<file path="config.mk">
export PLATFORM = sky130hd
export DESIGN_NAME = pin_io_bank_flat
export DESIGN_NICKNAME = d
export VERILOG_FILES = /design/src/rtl/pin_io_bank_if.sv /design/src/rtl/pin_io_bank.sv /design/src/flat_wrapper.sv
export SDC_FILE = /design/constraint.sdc
export NUM_CORES = 1
export LEC_CHECK = 0
export ABC_AREA = 0
export BUFFER_PORTS_ARGS = -buffer_cell sky130_fd_sc_hd__buf_4
export CAP_MARGIN = 15
export CORE_MARGIN = 5
export CORE_UTILIZATION = 46
export CTS_CLUSTER_DIAMETER = 120
export DETAILED_ROUTE_END_ITERATION = 16
export PLACE_DENSITY = 0.87
export SETUP_SLACK_MARGIN = 0.2
export SYNTH_ARGS = -nofsm -noshare
export SYNTH_HDL_FRONTEND = slang
export SYNTH_SLANG_ARGS = --single-unit
</file>
<file path="constraint.sdc">
create_clock -name clk_cog -period 8.9 [get_ports clk_cog]
set_input_delay 1.335 -clock clk_cog [delete_from_list [all_inputs] [get_ports clk_cog]]
set_output_delay 1.335 -clock clk_cog [all_outputs]
set_load 0.05 [all_outputs]
</file>
<file path="src/rtl/pin_io_bank_if.sv">
// ---------------------------------------------------------------
// pin_io_bank_if: core/pad signal bundle for one pin_io_bank; Rev 1.0
// ---------------------------------------------------------------
`default_nettype none

interface pin_io_bank_if #(
  parameter int NUMPINS = 32
);

  logic [NUMPINS-1:0] pad_in;
  logic [NUMPINS-1:0] pad_out;
  logic [NUMPINS-1:0] pad_oe;
  logic [NUMPINS-1:0] pin_out;
  logic [NUMPINS-1:0] pin_dir;
  logic [NUMPINS-1:0] filt_en;
  logic [NUMPINS-1:0] pin_in;
  logic [NUMPINS-1:0] rise;
  logic [NUMPINS-1:0] fall;
  logic [NUMPINS-1:0] chg_flag;
  logic [NUMPINS-1:0] chg_clr;

  modport master (
    output pad_in, pin_out, pin_dir, filt_en, chg_clr,
    input  pad_out, pad_oe, pin_in, rise, fall, chg_flag
  );

  modport slave (
    input  pad_in, pin_out, pin_dir, filt_en, chg_clr,
    output pad_out, pad_oe, pin_in, rise, fall, chg_flag
  );

endinterface

`default_nettype wire

</file>
<file path="src/rtl/pin_io_bank.sv">
// ---------------------------------------------------------------
// pin_io_bank: pad synchroniser, glitch filter, loopback mux, edge/change flags
// Rev 1.0
// ---------------------------------------------------------------
`default_nettype none

module pin_io_bank #(
  parameter int                 NUMPINS     = 32,
  parameter int                 SYNC_STAGES = 2,
  parameter int                 FILTER_BITS = 4,
  parameter logic [NUMPINS-1:0] INIT        = {NUMPINS{1'b0}}
) (
  input  wire logic     clk_cog,
  input  wire logic     res,
  pin_io_bank_if.slave  io
);

  localparam int                     MAX      = (1 << FILTER_BITS) - 1;
  localparam logic [FILTER_BITS-1:0] CNT_LAST = FILTER_BITS'(MAX - 1);

  generate
    if (SYNC_STAGES < 2) begin : g_bad_sync_stages
      $error("pin_io_bank: SYNC_STAGES must be at least 2");
    end
  endgenerate

  logic [NUMPINS-1:0]     sync_q [SYNC_STAGES];
  logic [NUMPINS-1:0]     sync_d [SYNC_STAGES];
  logic [NUMPINS-1:0]     stable_q, stable_d;
  logic [NUMPINS-1:0]     hist_q, hist_d;
  logic [NUMPINS-1:0]     chg_flag_q, chg_flag_d;
  logic [FILTER_BITS-1:0] cnt_q [NUMPINS];
  logic [FILTER_BITS-1:0] cnt_d [NUMPINS];
  logic [NUMPINS-1:0]     sync_last;
  logic [NUMPINS-1:0]     rise_w, fall_w;

  assign io.pad_out = io.pin_out;
  assign io.pad_oe  = io.pin_dir;
  assign io.pin_in  = (io.pin_dir & io.pin_out) | (~io.pin_dir & stable_q);

  assign sync_last = sync_q[SYNC_STAGES-1];
  assign rise_w    = stable_q & ~hist_q;
  assign fall_w    = ~stable_q & hist_q;

  assign io.rise     = rise_w;
  assign io.fall     = fall_w;
  assign io.chg_flag = chg_flag_q;

  always_comb begin
    sync_d[0] = io.pad_in;
    for (int s = 1; s < SYNC_STAGES; s++) begin
      sync_d[s] = sync_q[s-1];
    end
  end

  // Counter only ever advances while the pin disagrees; any agreeing sample or
  // a disabled filter drops it back to zero, so it cannot wrap.
  always_comb begin
    stable_d = stable_q;
    for (int p = 0; p < NUMPINS; p++) begin
      cnt_d[p] = '0;
      if (!io.filt_en[p]) begin
        stable_d[p] = sync_last[p];
      end else if (sync_last[p] != stable_q[p]) begin
        if (cnt_q[p] == CNT_LAST) begin
          stable_d[p] = sync_last[p];
        end else begin
          cnt_d[p] = cnt_q[p] + 1'b1;
        end
      end
    end
  end

  always_comb begin
    hist_d     = stable_q;
    chg_flag_d = (chg_flag_q & ~io.chg_clr) | rise_w | fall_w;
  end

  always_ff @(posedge clk_cog or posedge res) begin
    if (res) begin
      for (int s = 0; s < SYNC_STAGES; s++) begin
        sync_q[s] <= INIT;
      end
      stable_q   <= INIT;
      hist_q     <= INIT;
      chg_flag_q <= '0;
      for (int p = 0; p < NUMPINS; p++) begin
        cnt_q[p] <= '0;
      end
    end else begin
      for (int s = 0; s < SYNC_STAGES; s++) begin
        sync_q[s] <= sync_d[s];
      end
      stable_q   <= stable_d;
      hist_q     <= hist_d;
      chg_flag_q <= chg_flag_d;
      for (int p = 0; p < NUMPINS; p++) begin
        cnt_q[p] <= cnt_d[p];
      end
    end
  end

endmodule

`default_nettype wire

</file>
<file path="src/flat_wrapper.sv">
// flat-port wrapper written by rule: the top's interface ports become plain ports
module pin_io_bank_flat 
#(
  parameter int                 NUMPINS     = 32,
  parameter int                 SYNC_STAGES = 2,
  parameter int                 FILTER_BITS = 4,
  parameter logic [NUMPINS-1:0] INIT        = {NUMPINS{1'b0}}
)
  (clk_cog, res, io_pad_in, io_pin_out, io_pin_dir, io_filt_en, io_chg_clr, io_pad_out, io_pad_oe, io_pin_in, io_rise, io_fall, io_chg_flag);
  pin_io_bank_if #(.NUMPINS(NUMPINS)) io_i ();
  input  wire logic clk_cog;
  input  wire logic res;
  input wire logic [$bits(io_i.pad_in)-1:0] io_pad_in;
  input wire logic [$bits(io_i.pin_out)-1:0] io_pin_out;
  input wire logic [$bits(io_i.pin_dir)-1:0] io_pin_dir;
  input wire logic [$bits(io_i.filt_en)-1:0] io_filt_en;
  input wire logic [$bits(io_i.chg_clr)-1:0] io_chg_clr;
  output wire logic [$bits(io_i.pad_out)-1:0] io_pad_out;
  output wire logic [$bits(io_i.pad_oe)-1:0] io_pad_oe;
  output wire logic [$bits(io_i.pin_in)-1:0] io_pin_in;
  output wire logic [$bits(io_i.rise)-1:0] io_rise;
  output wire logic [$bits(io_i.fall)-1:0] io_fall;
  output wire logic [$bits(io_i.chg_flag)-1:0] io_chg_flag;
  assign io_i.pad_in = io_pad_in;
  assign io_i.pin_out = io_pin_out;
  assign io_i.pin_dir = io_pin_dir;
  assign io_i.filt_en = io_filt_en;
  assign io_i.chg_clr = io_chg_clr;
  assign io_pad_out = io_i.pad_out;
  assign io_pad_oe = io_i.pad_oe;
  assign io_pin_in = io_i.pin_in;
  assign io_rise = io_i.rise;
  assign io_fall = io_i.fall;
  assign io_chg_flag = io_i.chg_flag;
  pin_io_bank #(.NUMPINS(NUMPINS), .SYNC_STAGES(SYNC_STAGES), .FILTER_BITS(FILTER_BITS), .INIT(INIT)) u_core (.clk_cog(clk_cog), .res(res), .io(io_i));
endmodule
</file>
==> qor.yml, run 1 <==
cellPowerDensity_nw_per_um2: 227
syn_area_um2: 12200
skew_ps: 4.99
syn_to_final_growth_pct: 31.4
path_clk_slew_ps: 60
maxCapViolCount: 0
die_area_um2: 29900
synth_top_family_by_area: "simple AND/OR/NAND/NOR gates"
synthesis.nets: 1219
cts_tree: "done"
p_seq_frac: 0.408
fill_cells: 1968
worstSetupPathType: "input pin to primary output"
synth_xor_area_frac: 0.0689
wirelength_um: 25700
cp_slowest_stage_delay_ps: 370
slew_viol_final: 0
layout-drive-gt1-share: 0.355
post-route-util: 0.614
yosys.area_share.adder: 0.0656
leakage_nw: 8.04
period_minus_slack_ps: 3340
swShare: 0.293
clock_sinks: 288
clock-root-buffer: "clkbuf_16"
grt_pass1_vias: 8778
clockBufferDepth: 3
critPathLaunchType: "input pin"
synth_mux_area_frac: 0.0590
fmax_ghz: 0.299
syn_area_per_cell_um2: 12.3
synth_cells: 993
ys_async_sr_fraction: 1.00
drt-pass1-iter-count: 4
relSlewSlack: 0.425
path_max_fanout: 2
ys_ff_latch: 288
cp_num_buf_inv: 2
synth_edf_count: 0
numCtsBuffers: 30
cts_setup_buffers: 0
hpwl_um: 19000
grt_pass1_wl_um: 42500
slowest_stage: "mux2_2"
worstHoldPathType: "flop to flop"
cts_resized: 0
rows: 59
drtIter0Drc: 341
wl_per_cell_um: 15.3
crit_top_cell: "buf_4"
vias: 8070
reg2reg_slack_ps: 7550
drc: 0
irDropWorstVdd_v: 0.000169
path_cells: "buf_4, mux2_2, buf_4"
p_clk_frac: 0.394
synth_area_leaders: "dfrtp_1 59%, ha_1 6.6%, xor2_1 4.6%"
fin_crit_sh: 0.375
vias_per_cell: 4.81
yosys.cell_types.count: 14
synth_ff_type: "dfrtp_1"
synth_top_area_share: 0.590
grt_overflow: 0
num_io_pins: 354
clk_latency_ps: 530
worst_pin_slew_ps: 863
drtAntennaViolNets: 0
gp_congestion: 0.753
synth_top_cells_by_count: "288 x dfrtp_1, 128 x nor2_1, 65 x inv_1, 65 x nand3_1"
ys_seq_area_frac: 0.590
core_area_um2: 26100
antennaDiodeCount: 0
p_int_mw: 2.58
nNetsFinal: 1544
critical_path_arrival_ps: 2000
synth_compound_area_frac: 0.0230
grt_max_degree: 156
status: "completed"
p_comb_frac: 0.198
grtUsageTotal: 0.167
cts_max_level: 1
path_delay_family: "multiplexers"
tns_ps: 0
start_util: 0.467
power.switching_mw: 1.07
worst_setup_path_end_kind: "primary output"
io_buffers: 353
synth_area_leader_cell: "dfrtp_1"
required_ps: 7570
yosysWarnings: 0
fp.dieH_um: 173
yosysMostFrequentCell: "dfrtp_1"
die_x_um: 173
hold_viol_final: 0
cts_hold_buf: 0
rsz0062_at_grt: "false"
setup_viol: 0
synth-simple-area-share: 0.134
fin_cells: 1677
place_inst: 1620
antenna_found_initial: 1
sequential cells by signal, indices dropped and copies added (netlist names):
name / cells
u_core.io.chg_flag: 32
u_core.hist_d: 32
u_core.cnt_q: 128
u_core.hist_q: 32
u_core.sync_d: 32
u_core.sync_last: 32
worst reg2reg max path, delay by kind of cell (launching register included):
kind | cells | cell delay [ps]
mux | 1 | 330
buf+inv | 1 | 70
fa+ha+maj | 1 | 140
flops | 1 | 410
simple gates | 2 | 280
path summary, 6_finish.rpt:
| check | start | to | cells after the start |
|---|---|---|---|
| max | io_pin_dir[24] | io_pin_in[24] | 3 |
| min | u_core.sync_d[8] | u_core.sync_last[8] | 0 |
| max reg2reg | u_core.cnt_q[24] | u_core.hist_d[25] | 5 |
| min reg2reg | u_core.sync_d[8] | u_core.sync_last[8] | 0 |
| max in group asynchronous | res | u_core.cnt_q[103] | 4 |
| min in group asynchronous | res | u_core.cnt_q[79] | 3 |
power by group through the flow:
| stage | Combinational [mW] | Sequential, mW | Clock [mW] |
|---|---|---|---|
| finish | 0.719 | 1.49 | 1.44 |
| global route | 0.764 | 1.50 | 1.53 |
| CTS | 0.727 | 1.49 | 1.48 |
| detailed placement | 0.723 | 1.51 | 0 |
| global placement | 0.706 | 1.50 | 0 |
| floorplan | 0.413 | 1.58 | 0 |
per-stage QoR:
stage | area, um2 | total power, mW | worst slack, ps | hold slack [ps]
after global routing | 16000 | 3.79 | 5560 | 352
final | 16000 | 3.64 | 5560 | 344
after CTS | 16000 | 3.69 | 5560 | 348
after detailed placement | 14800 | 2.23 | 5560 | 335
after global placement | 14800 | 2.21 | 5560 | 332
after floorplan | 12200 | 1.99 | 3750 | 331
layer usage:
metal | global-route usage | vias to the layer above | share of wire | wire length, um
li1 | - | 3819 | - | -
met1 | 0.184 | 3948 | 0.37 | 9570
met2 | 0.316 | 253 | 0.53 | 13700
met3 | 0.0474 | 48 | 0.073 | 1880
met4 | 0.0402 | 2 | 0.021 | 545
met5 | 0 | - | 0.00051 | 13
cells in the final DEF (no fill, tap or decap):
cell / count
xor2_1: 64
clkinvlp_4: 5
dfrtp_1: 288
clkbuf_16: 31
buf_4: 355
buf_12: 1
clkbuf_8: 7
nand2_1: 32
mux2_2: 32
bufinv_16: 8
nand3_1: 65
inv_8: 1
nor2b_1: 64
inv_1: 64
clkinv_2: 5
xnor2_1: 32
nand3_2: 31
nor2_1: 128
ha_1: 64
mux2_1: 32
a211o_1: 32
buf_16: 1
kinds of logic (layout without fill, tap and decap cells):
group | Yosys count | in the layout
compound gates | 32 | 32
fa+ha+maj | 64 | 64
xor+xnor | 96 | 96
mux | 64 | 64
flops | 288 | 288
buf+inv | 129 | 478
simple gates | 320 | 320
final cells by class:
type	count	area (um2)	area share
clock buffers	38	872	0.0544
clock inverters	18	307	0.0191
inverters	65	248	0.0154
multi-input cells	576	4280	0.267
flip-flops and latches	288	7210	0.449
well taps	335	419	0.0261
repair buffers	357	2710	0.169
No activity file was read; power rests on OpenSTA's default activity.
==> run 2, diff against run 1 <==
--- a/config.mk
+++ b/config.mk
@@ -12,7 +12,7 @@
 export CORE_UTILIZATION = 46
 export CTS_CLUSTER_DIAMETER = 120
 export DETAILED_ROUTE_END_ITERATION = 16
-export PLACE_DENSITY = 0.87
+export PLACE_DENSITY = 0.84
 export SETUP_SLACK_MARGIN = 0.2
 export SYNTH_ARGS = -nofsm -noshare
 export SYNTH_HDL_FRONTEND = slang
==> constraint.sdc (replaced) <==
create_clock -name clk_cog -period 3.2 [get_ports clk_cog]
set_input_delay 0.48 -clock clk_cog [delete_from_list [all_inputs] [get_ports clk_cog]]
set_output_delay 0.48 -clock clk_cog [all_outputs]
set_load 0.05 [all_outputs]
==> qor.yml, run 2 (same netlist as run 1, synthesis figures left out) <==
syn_to_final_growth_pct: 30.9
clk_latency_ps: 540
vias_per_cell: 4.75
holdWs_ps: 9.38
fmax_ghz: 0.490
worst_pin_slew_ps: 605
critical_path_depth: 2
drtIter0Drc: 367
path_max_fanout: 6
cts_tree: "done"
skew_ps: 20.5
power_mw: 9.77
design_area_um2: 16000
io_buffers: 353
critical_path_arrival_ps: 1560
cts_hold_buf: 0
grt_max_degree: 61
status: "completed"
wl_per_cell_um: 14.4
layout_commonest_cell: "buf_4"
vias: 7991
p_clk_frac: 0.374
maxCapViolCount: 0
required_ps: 2720
antenna_found_initial: 0
post-route-util: 0.612
period_minus_slack_ps: 2040
fin_ws_ps: 1160
fp.dieH_um: 173
r2r_start: "u_core.cnt_q[116]"
num_io_pins: 354
drc: 0
cellPowerDensity_nw_per_um2: 611
r2r_end: "u_core.hist_d[2]"
wirelength_um: 24200
power.switching_mw: 2.87
relSlewSlack: 0.596
clock_sinks: 288
numCtsBuffers: 29
cp_slowest_stage_delay_ps: 480
place_inst: 1631
critPathCapture: "io_pin_in[23]"
gp_congestion: 0.752
hpwl_um: 18500
swShare: 0.294
fin_cells: 1683
startpoint: "u_core.hist_d[23]"
critPathLaunchType: "flop"
p_seq_frac: 0.422
clock-root-buffer: "clkbuf_16"
reg2reg_slack_ps: 1880
leakage_nw: 8.04
fin_crit_sh: 0.638
tns_ps: 0
path_cells: "mux2_2, buf_4"
start_util: 0.467
rr_worst_depth: 5
placed_area_um2: 14900
irDropWorstVdd_v: 0.000511
cp_num_buf_inv: 1
drt-pass1-iter-count: 4
largest_register_ffs: 128
worstHoldPathType: "input pin to asynchronous set/reset pin"
regMostFlops: "u_core.cnt_q"
slowest_stage: "dfrtp_1"
hold_viol_final: 0
place_ws_ps: 1580
rsz0062_at_grt: "false"
worst_setup_path_end_kind: "primary output"
worstSetupPathType: "flop to primary output"
nNetsFinal: 1553
p_int_mw: 6.90
rows: 59
grt_pass1_wl_um: 40900
fill_cells: 1995
core_area_um2: 26100
cts_max_level: 1
die_area_um2: 29900
drtAntennaViolNets: 0
slew_viol_final: 0
path_clk_slew_ps: 60
setup_viol: 0
antennaDiodeCount: 0
path_delay_family: "flip-flops"
die_x_um: 173
grt_overflow: 0
layout-drive-gt1-share: 0.356
p_comb_frac: 0.204
grtUsageTotal: 0.159
cts_setup_buffers: 0
layout_common_cells: "365 x buf_4, 288 x dfrtp_1, 128 x nor2_1"
grt_pass1_vias: 8570
clockBufferDepth: 3
cts_resized: 0
[run 2: changes by cell type in the layout (fill, tap and decap cells not counted), moves of 2 or more]
| cell | before | now |
|---|---|---|
| clkinvlp_4 | 5 | 1 |
| bufinv_16 | 8 | 6 |
| buf_4 | 355 | 365 |
| clkbuf_16 | 31 | 29 |
| clkbuf_1 | 0 | 3 |
[run 2: worst min-delay path by stage]
stage                       from                endpoint  slack [ps]  cells after the start
2_1_floorplan   u_core.sync_d[0]     u_core.sync_last[0]         330                      0
6_report                     res  u_core.io.chg_flag[11]           9                      2
3_5_place_dp   u_core.sync_d[17]    u_core.sync_last[17]         330                      0
3_3_place_gp   u_core.sync_d[28]    u_core.sync_last[28]         330                      0
4_1_cts                      res    u_core.sync_last[11]          10                      2
5_1_grt            io_pad_in[13]       u_core.sync_d[13]           3                      1
[run 2: area by class of cell]
| class | instances | area (um2) | area share |
|---|---|---|---|
| clock inverter | 13 | 223 | 0.0139 |
| inverter | 65 | 248 | 0.0155 |
| timing repair buffer | 367 | 2780 | 0.174 |
| multi-input combinational | 576 | 4280 | 0.268 |
| sequential | 288 | 7210 | 0.451 |
| clock buffer | 39 | 833 | 0.0521 |
| tap | 335 | 419 | 0.0262 |
[run 2: power groups by stage]
stage | logic (mW) | clock network [mW] | registers (mW)
finish | 1.99 | 3.65 | 4.13
global route | 2.12 | 3.92 | 4.17
CTS | 2.02 | 3.73 | 4.13
detailed placement | 2.01 | 0 | 4.19
global placement | 1.97 | 0 | 4.17
floorplan | 1.15 | 0 | 4.38
[run 2: layer usage]
layer	vias up	wire (um)	GRT usage
li1	3837	-	-
met1	3868	9260	0.186
met2	238	12600	0.289
met3	48	1620	0.0430
met4	0	706	0.0426
met5	-	0	0
==> run 3, diff against run 2 <==
--- a/config.mk
+++ b/config.mk
@@ -12,7 +12,7 @@
 export CORE_UTILIZATION = 46
 export CTS_CLUSTER_DIAMETER = 120
 export DETAILED_ROUTE_END_ITERATION = 16
-export PLACE_DENSITY = 0.84
+export PLACE_DENSITY = 0.87
 export SETUP_SLACK_MARGIN = 0.2
 export SYNTH_ARGS = -nofsm -noshare
 export SYNTH_HDL_FRONTEND = slang
==> constraint.sdc (replaced) <==
create_clock -name clk_cog -period 1.7 [get_ports clk_cog]
set_input_delay 0.255 -clock clk_cog [delete_from_list [all_inputs] [get_ports clk_cog]]
set_output_delay 0.255 -clock clk_cog [all_outputs]
set_load 0.05 [all_outputs]
==> qor.yml, run 3 (same netlist as run 1, synthesis figures left out) <==
status: "finished, violations left"
failed_checks: "setup timing"
fmax_ghz: 0.582
drtIter0Drc: 421
fin_cells: 1846
setup_viol: 8
num_io_pins: 354
power_mw: 19.6
drtAntennaViolNets: 0
start_util: 0.467
rows: 59
numCtsBuffers: 29
multi_input_area_um2: 4810
slew_viol_final: 0
core_area_um2: 26100
hold_viol_final: 0
clk_latency_ps: 540
layout_common_cells: "334 x buf_4, 258 x dfrtp_1, 128 x nor2_1"
tns_ps: -66.7
regArea_um2: 7240
regMostFlops: "u_core.cnt_q"
worst_setup_path_end_kind: "primary output"
vias: 9251
path_max_fanout: 5
fp.dieH_um: 173
maxCapViolCount: 0
die_x_um: 173
rsz0062_at_grt: "true"
design_area_um2: 18600
worst_pin_slew_ps: 354
critPathLaunchType: "flop"
worstHoldPathType: "input pin to flop"
placed_area_um2: 15000
grt_pass1_vias: 10200
r2r_start: "u_core.hist_d[7]"
io_buffers: 353
drc: 0
cp_slowest_stage_delay_ps: 460
slowest_stage: "dfrtp_2"
place_inst: 1631
holdWs_ps: 20.2
grt_overflow: 0
clock-root-buffer: "clkbuf_16"
relSlewSlack: 0.764
gp_congestion: 0.794
worstSetupPathType: "flop to primary output"
fin_crit_sh: 1.01
holdPathEnd: "u_core.io.chg_flag[28]"
clock_sinks: 288
cp_num_buf_inv: 2
fin_ws_ps: -16.7
grt_pass1_wl_um: 53200
hpwl_um: 19300
hp-start: "io_chg_clr[28]"
grt_max_degree: 62
place_ws_ps: 308
reg2reg_slack_ps: 310
wirelength_um: 36200
leakage_nw: 9.29
nNetsFinal: 1717
largest_register_ffs: 128
layout_commonest_cell: "buf_4"
vias_per_cell: 5.01
antenna_found_initial: 1
layout-drive-gt1-share: 0.431
syn_to_final_growth_pct: 52.5
startpoint: "u_core.hist_d[9]"
clockBufferDepth: 3
die_area_um2: 29900
critical_path_arrival_ps: 1460
path_delay_family: "flip-flops"
path_clk_slew_ps: 60
rr_worst_depth: 6
drt-pass1-iter-count: 5
cts_max_level: 1
required_ps: 1440
hold_depth: 3
path_cells: "buf_4, nor2b_4, buf_8"
fill_cells: 1473
wl_per_cell_um: 19.6
grtUsageTotal: 0.214
post-route-util: 0.712
cellPowerDensity_nw_per_um2: 1050
irDropWorstVdd_v: 0.000965
cts_tree: "done"
r2r_end: "u_core.cnt_q[96]"
skew_ps: 8.90
period_minus_slack_ps: 1720
run 3: changes by cell type in the layout (fill, tap and decap cells not counted), moves of 4 or more:
cell	previous run	this run
mux2_2	32	14
dfrtp_2	0	30
buf_4	365	334
dfrtp_1	288	258
buf_12	2	6
nor2b_2	0	4
nor2b_4	0	60
buf_6	0	43
clkinvlp_4	1	6
buf_8	0	62
nor2b_1	64	0
mux2_4	0	18
dlygate4sd3_1	0	86
run 3: area by class of cell:
cell class / instances / area share
clock buffers: 40 / 0.0460
multi-input cells: 576 / 0.258
well taps: 335 / 0.0225
clock inverters: 10 / 0.00739
inverters: 65 / 0.0133
repair buffers: 531 / 0.263
flip-flops and latches: 288 / 0.389
diodes: 1 / 0.000134
run 3: how the worst max path moves through the flow:
stage	endpoint	slack, ps	cells after the start
floorplan	u_core.cnt_q[0]	-2370	1
global placement	io_rise[31]	360	2
detailed placement	io_rise[31]	310	2
CTS	io_pin_in[5]	0.9	2
global route	io_rise[9]	-60	3
finish	io_rise[9]	-20	3
run 3: per-layer routing:
metal / up-vias / wire (um) / track usage
met5: - / 0 / 0
met4: 0 / 1270 / 0.0752
met3: 90 / 2220 / 0.0463
met2: 350 / 19700 / 0.402
met1: 4657 / 13000 / 0.239
li1: 4154 / - / -
run 3: worst reg2reg max path: cells and delay by family (launching register included):
family,cells,cell delay [ps]
simple gates,2,280
flops,1,430
xor+xnor,1,210
buf+inv,3,400
run 3: timing repair:
item	in CTS	in global routing
endpoints found under the hold margin	261	1
gates resized for setup	229	110
setup endpoints to repair	96	96
gates cloned	0	0
hold buffers	85	1
setup buffers	48	30
run 3: power by group:
| part | internal (mW) | switching [mW] |
|---|---|---|
| logic | 2.13 | 2.87 |
| clock network | 3.95 | 2.72 |
| registers | 7.37 | 0.525 |
| total | 13.5 | 6.11 |
